**src/rtl/bitwise_logic_unit.sv**
```systemverilog
// rtl/bitwise_logic_unit.sv - registered WIDTH-bit bitwise ALU with chaining and a one-deep output register
// Optional BLU_PARITY_EN adds out_parity, the XOR-reduction of the registered result.
module bitwise_logic_unit #(
    parameter int WIDTH = 16
) (
    input  logic             clk,
    input  logic             rst,
    input  logic             in_valid,
    output logic             in_ready,
    input  logic [WIDTH-1:0] in_a,
    input  logic [WIDTH-1:0] in_b,
    input  logic [2:0]       in_op,
    input  logic             in_chain,
    output logic             out_valid,
    input  logic             out_ready,
    output logic [WIDTH-1:0] out_result,
    output logic             out_zero,
`ifdef BLU_PARITY_EN
    output logic             out_parity,
`endif
    output logic             out_ones
);

    localparam logic [2:0] OP_AND  = 3'b000;
    localparam logic [2:0] OP_OR   = 3'b001;
    localparam logic [2:0] OP_XOR  = 3'b010;
    localparam logic [2:0] OP_NAND = 3'b011;
    localparam logic [2:0] OP_NOR  = 3'b100;
    localparam logic [2:0] OP_XNOR = 3'b101;
    localparam logic [2:0] OP_ANDN = 3'b110;

    logic [WIDTH-1:0] acc;
    logic [WIDTH-1:0] op_a;
    logic [WIDTH-1:0] result;
    logic             accept;

    // Draining the output register this cycle frees it for a new beat in the same cycle.
    assign in_ready = !out_valid || out_ready;
    assign accept   = in_valid && in_ready;
    assign op_a     = in_chain ? acc : in_a;

    always_comb begin
        result = in_b;
        case (in_op)
            OP_AND:  result = op_a & in_b;
            OP_OR:   result = op_a | in_b;
            OP_XOR:  result = op_a ^ in_b;
            OP_NAND: result = ~(op_a & in_b);
            OP_NOR:  result = ~(op_a | in_b);
            OP_XNOR: result = ~(op_a ^ in_b);
            OP_ANDN: result = op_a & ~in_b;
            default: result = in_b;
        endcase
    end

    always_ff @(posedge clk) begin
        if (rst) begin
            out_valid  <= 1'b0;
            out_result <= '0;
            out_zero   <= 1'b1;
            out_ones   <= 1'b0;
            acc        <= '1;
`ifdef BLU_PARITY_EN
            out_parity <= 1'b0;
`endif
        end else if (accept) begin
            out_valid  <= 1'b1;
            out_result <= result;
            out_zero   <= (result == '0);
            out_ones   <= (result == '1);
            acc        <= result;
`ifdef BLU_PARITY_EN
            out_parity <= ^result;
`endif
        end else if (out_ready) begin
            // Result and flags hold their last value once consumed.
            out_valid <= 1'b0;
        end
    end

endmodule

```
**config.mk**
```make
export PLATFORM = sky130hd
export DESIGN_NAME = bitwise_logic_unit
export DESIGN_NICKNAME = d
export VERILOG_FILES = /design/src/rtl/bitwise_logic_unit.sv
export SDC_FILE = /design/constraint.sdc
export NUM_CORES = 1
export LEC_CHECK = 0
export ABC_AREA = 1
export CORE_ASPECT_RATIO = 1.1
export CORE_MARGIN = 2
export CORE_UTILIZATION = 58
export CTS_CLUSTER_DIAMETER = 150
export CTS_CLUSTER_SIZE = 12
export DETAILED_ROUTE_END_ITERATION = 8
export PLACE_DENSITY_LB_ADDON = 0.08
export SETUP_SLACK_MARGIN = 0.3
export SYNTH_ARGS = -nofsm -noshare
export SYNTH_HDL_FRONTEND = slang
export SYNTH_SLANG_ARGS = --single-unit
```
**constraint.sdc**
```tcl
create_clock -name clk -period 2.5 [get_ports clk]
set_input_delay 0.25 -clock clk [delete_from_list [all_inputs] [get_ports clk]]
set_output_delay 0.25 -clock clk [all_outputs]
set_load 0.02 [all_outputs]
```
==> results of run 1 <==
layout make-up:
type,count,share of cell area
multi-input combinational,393,0.515
timing repair buffer,85,0.189
sequential,35,0.162
inverter,92,0.0799
tap,77,0.0223
clock buffer,5,0.0159
clock inverter,3,0.0156
registers in the layout, indices dropped and copies added, names as in the netlist:
| name | cells |
|---|---|
| acc | 16 |
| out_ones | 1 |
| out_result | 16 |
| out_valid | 1 |
| out_zero | 1 |
report_power, final:
group / leakage (nW) / switching, mW / internal (mW) / total (mW)
clock: 0.0644 / 0.215 / 0.398 / 0.612
sequential: 0.290 / 0.0176 / 0.606 / 0.623
combinational: 1.85 / 0.397 / 0.277 / 0.673
total: 2.20 / 0.629 / 1.28 / 1.91
worst max-delay path, cell delays in order:
cell and delay (ns):
clkdlybuf4s50_1 0.46, buf_4 0.21, nor2_8 0.23, nand2_2 0.21, o21ai_0 0.25, nor2_1 0.08, nand3_2 0.11, nand2_1 0.06
inv_1 0.05, nand2_1 0.04, nor2_1 0.09, nand2_1 0.05, a21oi_1 0.11
routing by layer:
metal	wire length (µm)	track usage
met5	0	0
met4	291	0.107
met3	413	0.0441
met2	4740	0.521
met1	3970	0.352
cells by family (layout without fill, tap and decap cells):
logic type	Yosys count	count (layout)	synth area share
simple gates	271	271	0.351
compound gates	74	74	0.123
flops	35	35	0.207
buf+inv	118	185	0.142
fa+ha+maj	48	48	0.177
path summary, 6_finish.rpt:
check	start	endpoint	slack, ns
hold reg to reg	out_result[2]	out_result[2]	0.47
setup / recovery	in_op[1]	out_ones	0.53
hold / removal	out_result[2]	out_result[2]	0.47
setup reg to reg	acc[13]	out_ones	0.64
synthesized netlist by cell type:
library cell / instances
o21ai_0: 30
nand2_4: 1
nor2_2: 1
nand4_1: 19
o211ai_1: 16
ha_1: 48
buf_2: 7
buf_6: 1
nand3b_1: 4
buf_1: 2
dfxtp_1: 35
buf_4: 6
inv_1: 89
clkbuf_1: 10
o22ai_1: 4
nand2_1: 133
a21oi_1: 20
inv_2: 3
nor2_4: 2
nand2_2: 1
a21boi_0: 1
nor2_1: 57
o21ai_1: 3
nand3_1: 50
nor2_8: 1
nor3_1: 2
repair_timing:
action                     in CTS  in global routing
setup endpoints to repair       1                  2
hold endpoints to repair        0                  0
resized for setup               1                 10
gates cloned                    0                  1
==> impl_results.md, run 1 <==
- Vert. Die Dim: 84.2 µm
- Mapped Area: 3390 µm²
- Final Net Count: 700
- Number of max-cap violations: 0
- H-Tree Depth: 2
- Critical Path AT: 2.20 ns
- Setup crit start kind: input pin
- Pwr Total: 1.91 mW
- First drt pass iteration count: 7
- Endpoints failing setup: 0
- Initial DRC Count: 165
- Fillers: 480
- TritonCTS clock tree: built
- First-pass GRT wire length: 15,600 µm
- Vias in the first global route: 3,548
- Final Hold Vio Count: 0
- Tcrit/Tclk final: 0.790
- Root buffer cell: clkbuf_8
- Final min period: 1.97 ns
- Layout Skew: 0.00369 ns
- Yosys cell types: 26
- Final Util: 0.759
- Vias per cell: 5.34
- Diode count: 0
- Synth area leader: dfxtp_1
- Register area share after synthesis: 0.207
- Yosys reg bits: 35
- Initial antenna violation count: 0
- I/O pin total: 60
- Clock buffer depth: 2
- Syn_nets: 634
- CTS Buf Count: 5
- Remaining DRCs: 0
- Hold path cells: 2
- Largest net degree at the start of global routing: 33
- Area growth, synth to finish: 27.5%
- Placed cell count: 681
- Share of layout cells above drive strength 1: 0.0767
- DIE WIDTH: 76.9 µm
- Worst-Margin Slew: 0.503 ns
- Clk_lat worst skew: 0.29 ns
- Most common cell after layout, fill and taps aside: nand2_1
- PortBufs: 59
- Clk slew on worst S/H paths: 0.07 ns
- Std-Cell Rows: 29
- Total Routing Usage GR: 0.291
- RSZ-0062 raised after global routing: false
- Area share of the largest cell type after synthesis: 0.207
- Core Area: 5700 µm²
- Gate Count Post-Synth: 546
- Yosys warning count: 0
- Total Wirelength: 9420 µm
- Die Area: 6470 µm²
- Placed wire-length estimate: 7000 µm
- Crit Path Class: input pin to register
- Multi-input logic area: 2220 µm²
- Total setup buffers inserted after CTS: 0
- Hold-fix buffers, CTS: 0
- Min Hold Slack: 0.468 ns
- GRT Residual Overflow: 0
- Via count: 3,684
- Ranking of synthesized cells by area: dfxtp_1 21%, ha_1 18%, nand2_1 15%
- Initial Util: 0.595
- Leakage Power: 2.20 nW
- Final worst setup slack: 0.525 ns
- Non-Filler Instances: 690
- Slew Viols, Final: 0
- Most frequent cells in the layout: 133 x nand2_1, 89 x inv_1, 58 x clkdlybuf4s50_1
- RD Place Congestion: 0.892
- WL per Instance: 13.6 µm
- Setup crit end kind: register
- CP Max Fanout: 14
- Final ANT Viol Nets: 0
- Clock sinks: 35
- Post-DP Area: 4140 µm²
- Min-delay worst type: register to register
- R2R cell count: 15
- Worst VDD drop: 0.753 mV
- Post-Syn Area per Cell: 6.21 µm²
- Power per cell area: 442 nW/µm²
- Worst EP required: 2.73 ns
- F_max: 506 MHz
- Final Cell Area: 4320 µm²
- Setup WS pre-CTS: 0.00522 ns
- Area occupied by registers: 701 µm²
- TNS Setup: 0 ns
- Max_slew headroom: 0.664
- Status: completed
No activity file was read; power rests on OpenSTA's default activity.
==> inputs of run 2 (changes only) <==
CORE_UTILIZATION = 54   (was 58)
clock period = 2 ns   (was 2.5 ns; I/O delays follow)
==> impl_results.md, run 2 (same netlist as run 1, synthesis figures left out) <==
- Vert. Die Dim: 87.1 µm
- Final Hold Vio Count: 0
- Slew Viols, Final: 0
- Leakage Power: 2.50 nW
- Core Area: 6120 µm²
- Clk_lat worst skew: 0.28 ns
- Power per cell area: 472 nW/µm²
- Most frequent cells in the layout: 114 x nand2_1, 70 x inv_1, 58 x buf_4
- Number of max-cap violations: 0
- Diode count: 0
- Hold path startpoint: out_result[11]
- Final ANT Viol Nets: 0
- GRT Residual Overflow: 0
- Share of layout cells above drive strength 1: 0.288
- Initial DRC Count: 266
- Fillers: 387
- Root buffer cell: clkbuf_8
- CP max stage delay: 0.33 ns
- First drt pass iteration count: 5
- RSZ-0062 raised after global routing: true
- Hold path cells: 2
- RD Place Congestion: 0.991
- Most common cell after layout, fill and taps aside: nand2_1
- R2R cell count: 14
- Layout Skew: 0.00378 ns
- Area growth, synth to finish: 50.2%
- Initial Util: 0.554
- WL per Instance: 15.6 µm
- Total Wirelength: 11,500 µm
- First-pass GRT wire length: 17,000 µm
- Slowest CP cell: dfxtp_2
- DIE WIDTH: 79.5 µm
- Worst R2R Start: acc[3]
- Vias in the first global route: 3,805
- Total Routing Usage GR: 0.306
- Final min period: 1.97 ns
- CP Max Fanout: 3
- Clock buffer depth: 2
- Worst-path cell chain: inv_2 -> nand2_2 -> o21ai_1 -> buf_4 -> ha_4 -> nand3_1 -> o21ai_0 -> nor2_1 -> nand3_2 -> nor2_1 -> nand2_1 -> nor3_2 -> nand3_1 -> nand2_1
- Worst EP required: 2.22 ns
- Crit Path Class: register to register
- Critical Path AT: 2.19 ns
- Area occupied by registers: 711 µm²
- Final Cell Area: 5090 µm²
- Endpoints failing setup: 0
- Multi-input logic area: 2630 µm²
- Setup crit start kind: register
- Status: completed
- Setup crit end kind: register
- Vias per cell: 5.59
- Worst-Margin Slew: 0.531 ns
- Initial antenna violation count: 0
- CTS Buf Count: 5
- Worst R2R End: out_zero
- Clock sinks: 35
- H-Tree Depth: 2
- Min-Delay Endpoint: out_result[11]
- TritonCTS clock tree: built
- I/O pin total: 60
- PortBufs: 59
- Std-Cell Rows: 30
- Die Area: 6930 µm²
- Final Util: 0.832
- Worst R2R Setup Slack: 0.03 ns
- Worst VDD drop: 0.711 mV
- F_max: 509 MHz
- Via count: 4,137
- Largest net degree at the start of global routing: 21
- Placed wire-length estimate: 7610 µm
- Final Net Count: 747
- Remaining DRCs: 0
- Max_slew headroom: 0.646
- Post-DP Area: 4450 µm²
- Min-delay worst type: register to register
- Top flop regs: acc x16, out_result x16
- Clk slew on worst S/H paths: 0.07 ns
- Tcrit/Tclk final: 0.983
- Hold-fix buffers, CTS: 0
run 2: changes by cell type in the layout (fill, tap and decap cells not counted), sizes merged, moves of 2 or more:
cell / change
clkdlybuf4s50: -6
buf: +48
bufinv: -2
dlygate4sd2: +4
run 2: area by class of cell:
cell class | count | area share
Clock buffer | 7 | 0.0150
Clock inverter | 1 | 0.000983
Inverter | 92 | 0.0693
Multi-Input combinational cell | 394 | 0.516
Sequential cell | 35 | 0.140
Tap cell | 80 | 0.0197
Timing Repair Buffer | 131 | 0.240
run 2: worst max-delay path by stage:
| stage | cells after the start | to | start | slack, ns |
|---|---|---|---|---|
| detailed placement | 16 | out_zero | in_chain | -0.39 |
| global placement | 16 | out_zero | in_chain | -0.35 |
| CTS | 15 | out_zero | acc[2] | 0.19 |
| finish | 14 | out_zero | acc[3] | 0.03 |
| floorplan | 13 | out_zero | in_chain | 0.33 |
| global route | 15 | out_ones | acc[3] | -0.07 |
run 2: worst max-delay path, delay by kind of cell, from the launching register on:
kind / cells / cell delay [ns]
DFF: 1 / 0.33
buffers and inverters: 2 / 0.20
AOI/OAI and AO/OA: 2 / 0.19
adders and majority gates: 1 / 0.15
and+or+nand+nor: 9 / 1.01
run 2: stage by stage:
step	setup slack, ns	setup TNS, ns	std cells	hold WS, ns	power [mW]
detailed placement	-0.387	-7.17	722	0.455	1.70
finish	0.0347	0	740	0.464	2.41
global placement	-0.354	-5.81	722	0.454	1.67
global route	-0.0703	-0.121	740	0.480	2.55
floorplan	0.328	0	546	0.393	1.29
CTS	0.190	0	733	0.465	2.24
run 2: per-layer routing:
layer | vias to the layer above | track usage | part of all wire
met2 | 199 | 0.538 | 0.50
met1 | 1918 | 0.355 | 0.39
met5 | - | 0 | 0
li1 | 1971 | - | -
met3 | 49 | 0.0529 | 0.064
met4 | 0 | 0.157 | 0.049
run 2: power breakdown:
| part | switching [mW] | internal, mW |
|---|---|---|
| sequential | 0.0266 | 0.761 |
| combinational | 0.628 | 0.509 |
| clock | 0.237 | 0.244 |
| total | 0.891 | 1.51 |
run 2: timing repair:
item,CTS,global route
gates resized for setup,57,100
endpoints found under the setup margin,34,30
pin swaps,17,44
gates cloned,1,1
setup buffers,2,6
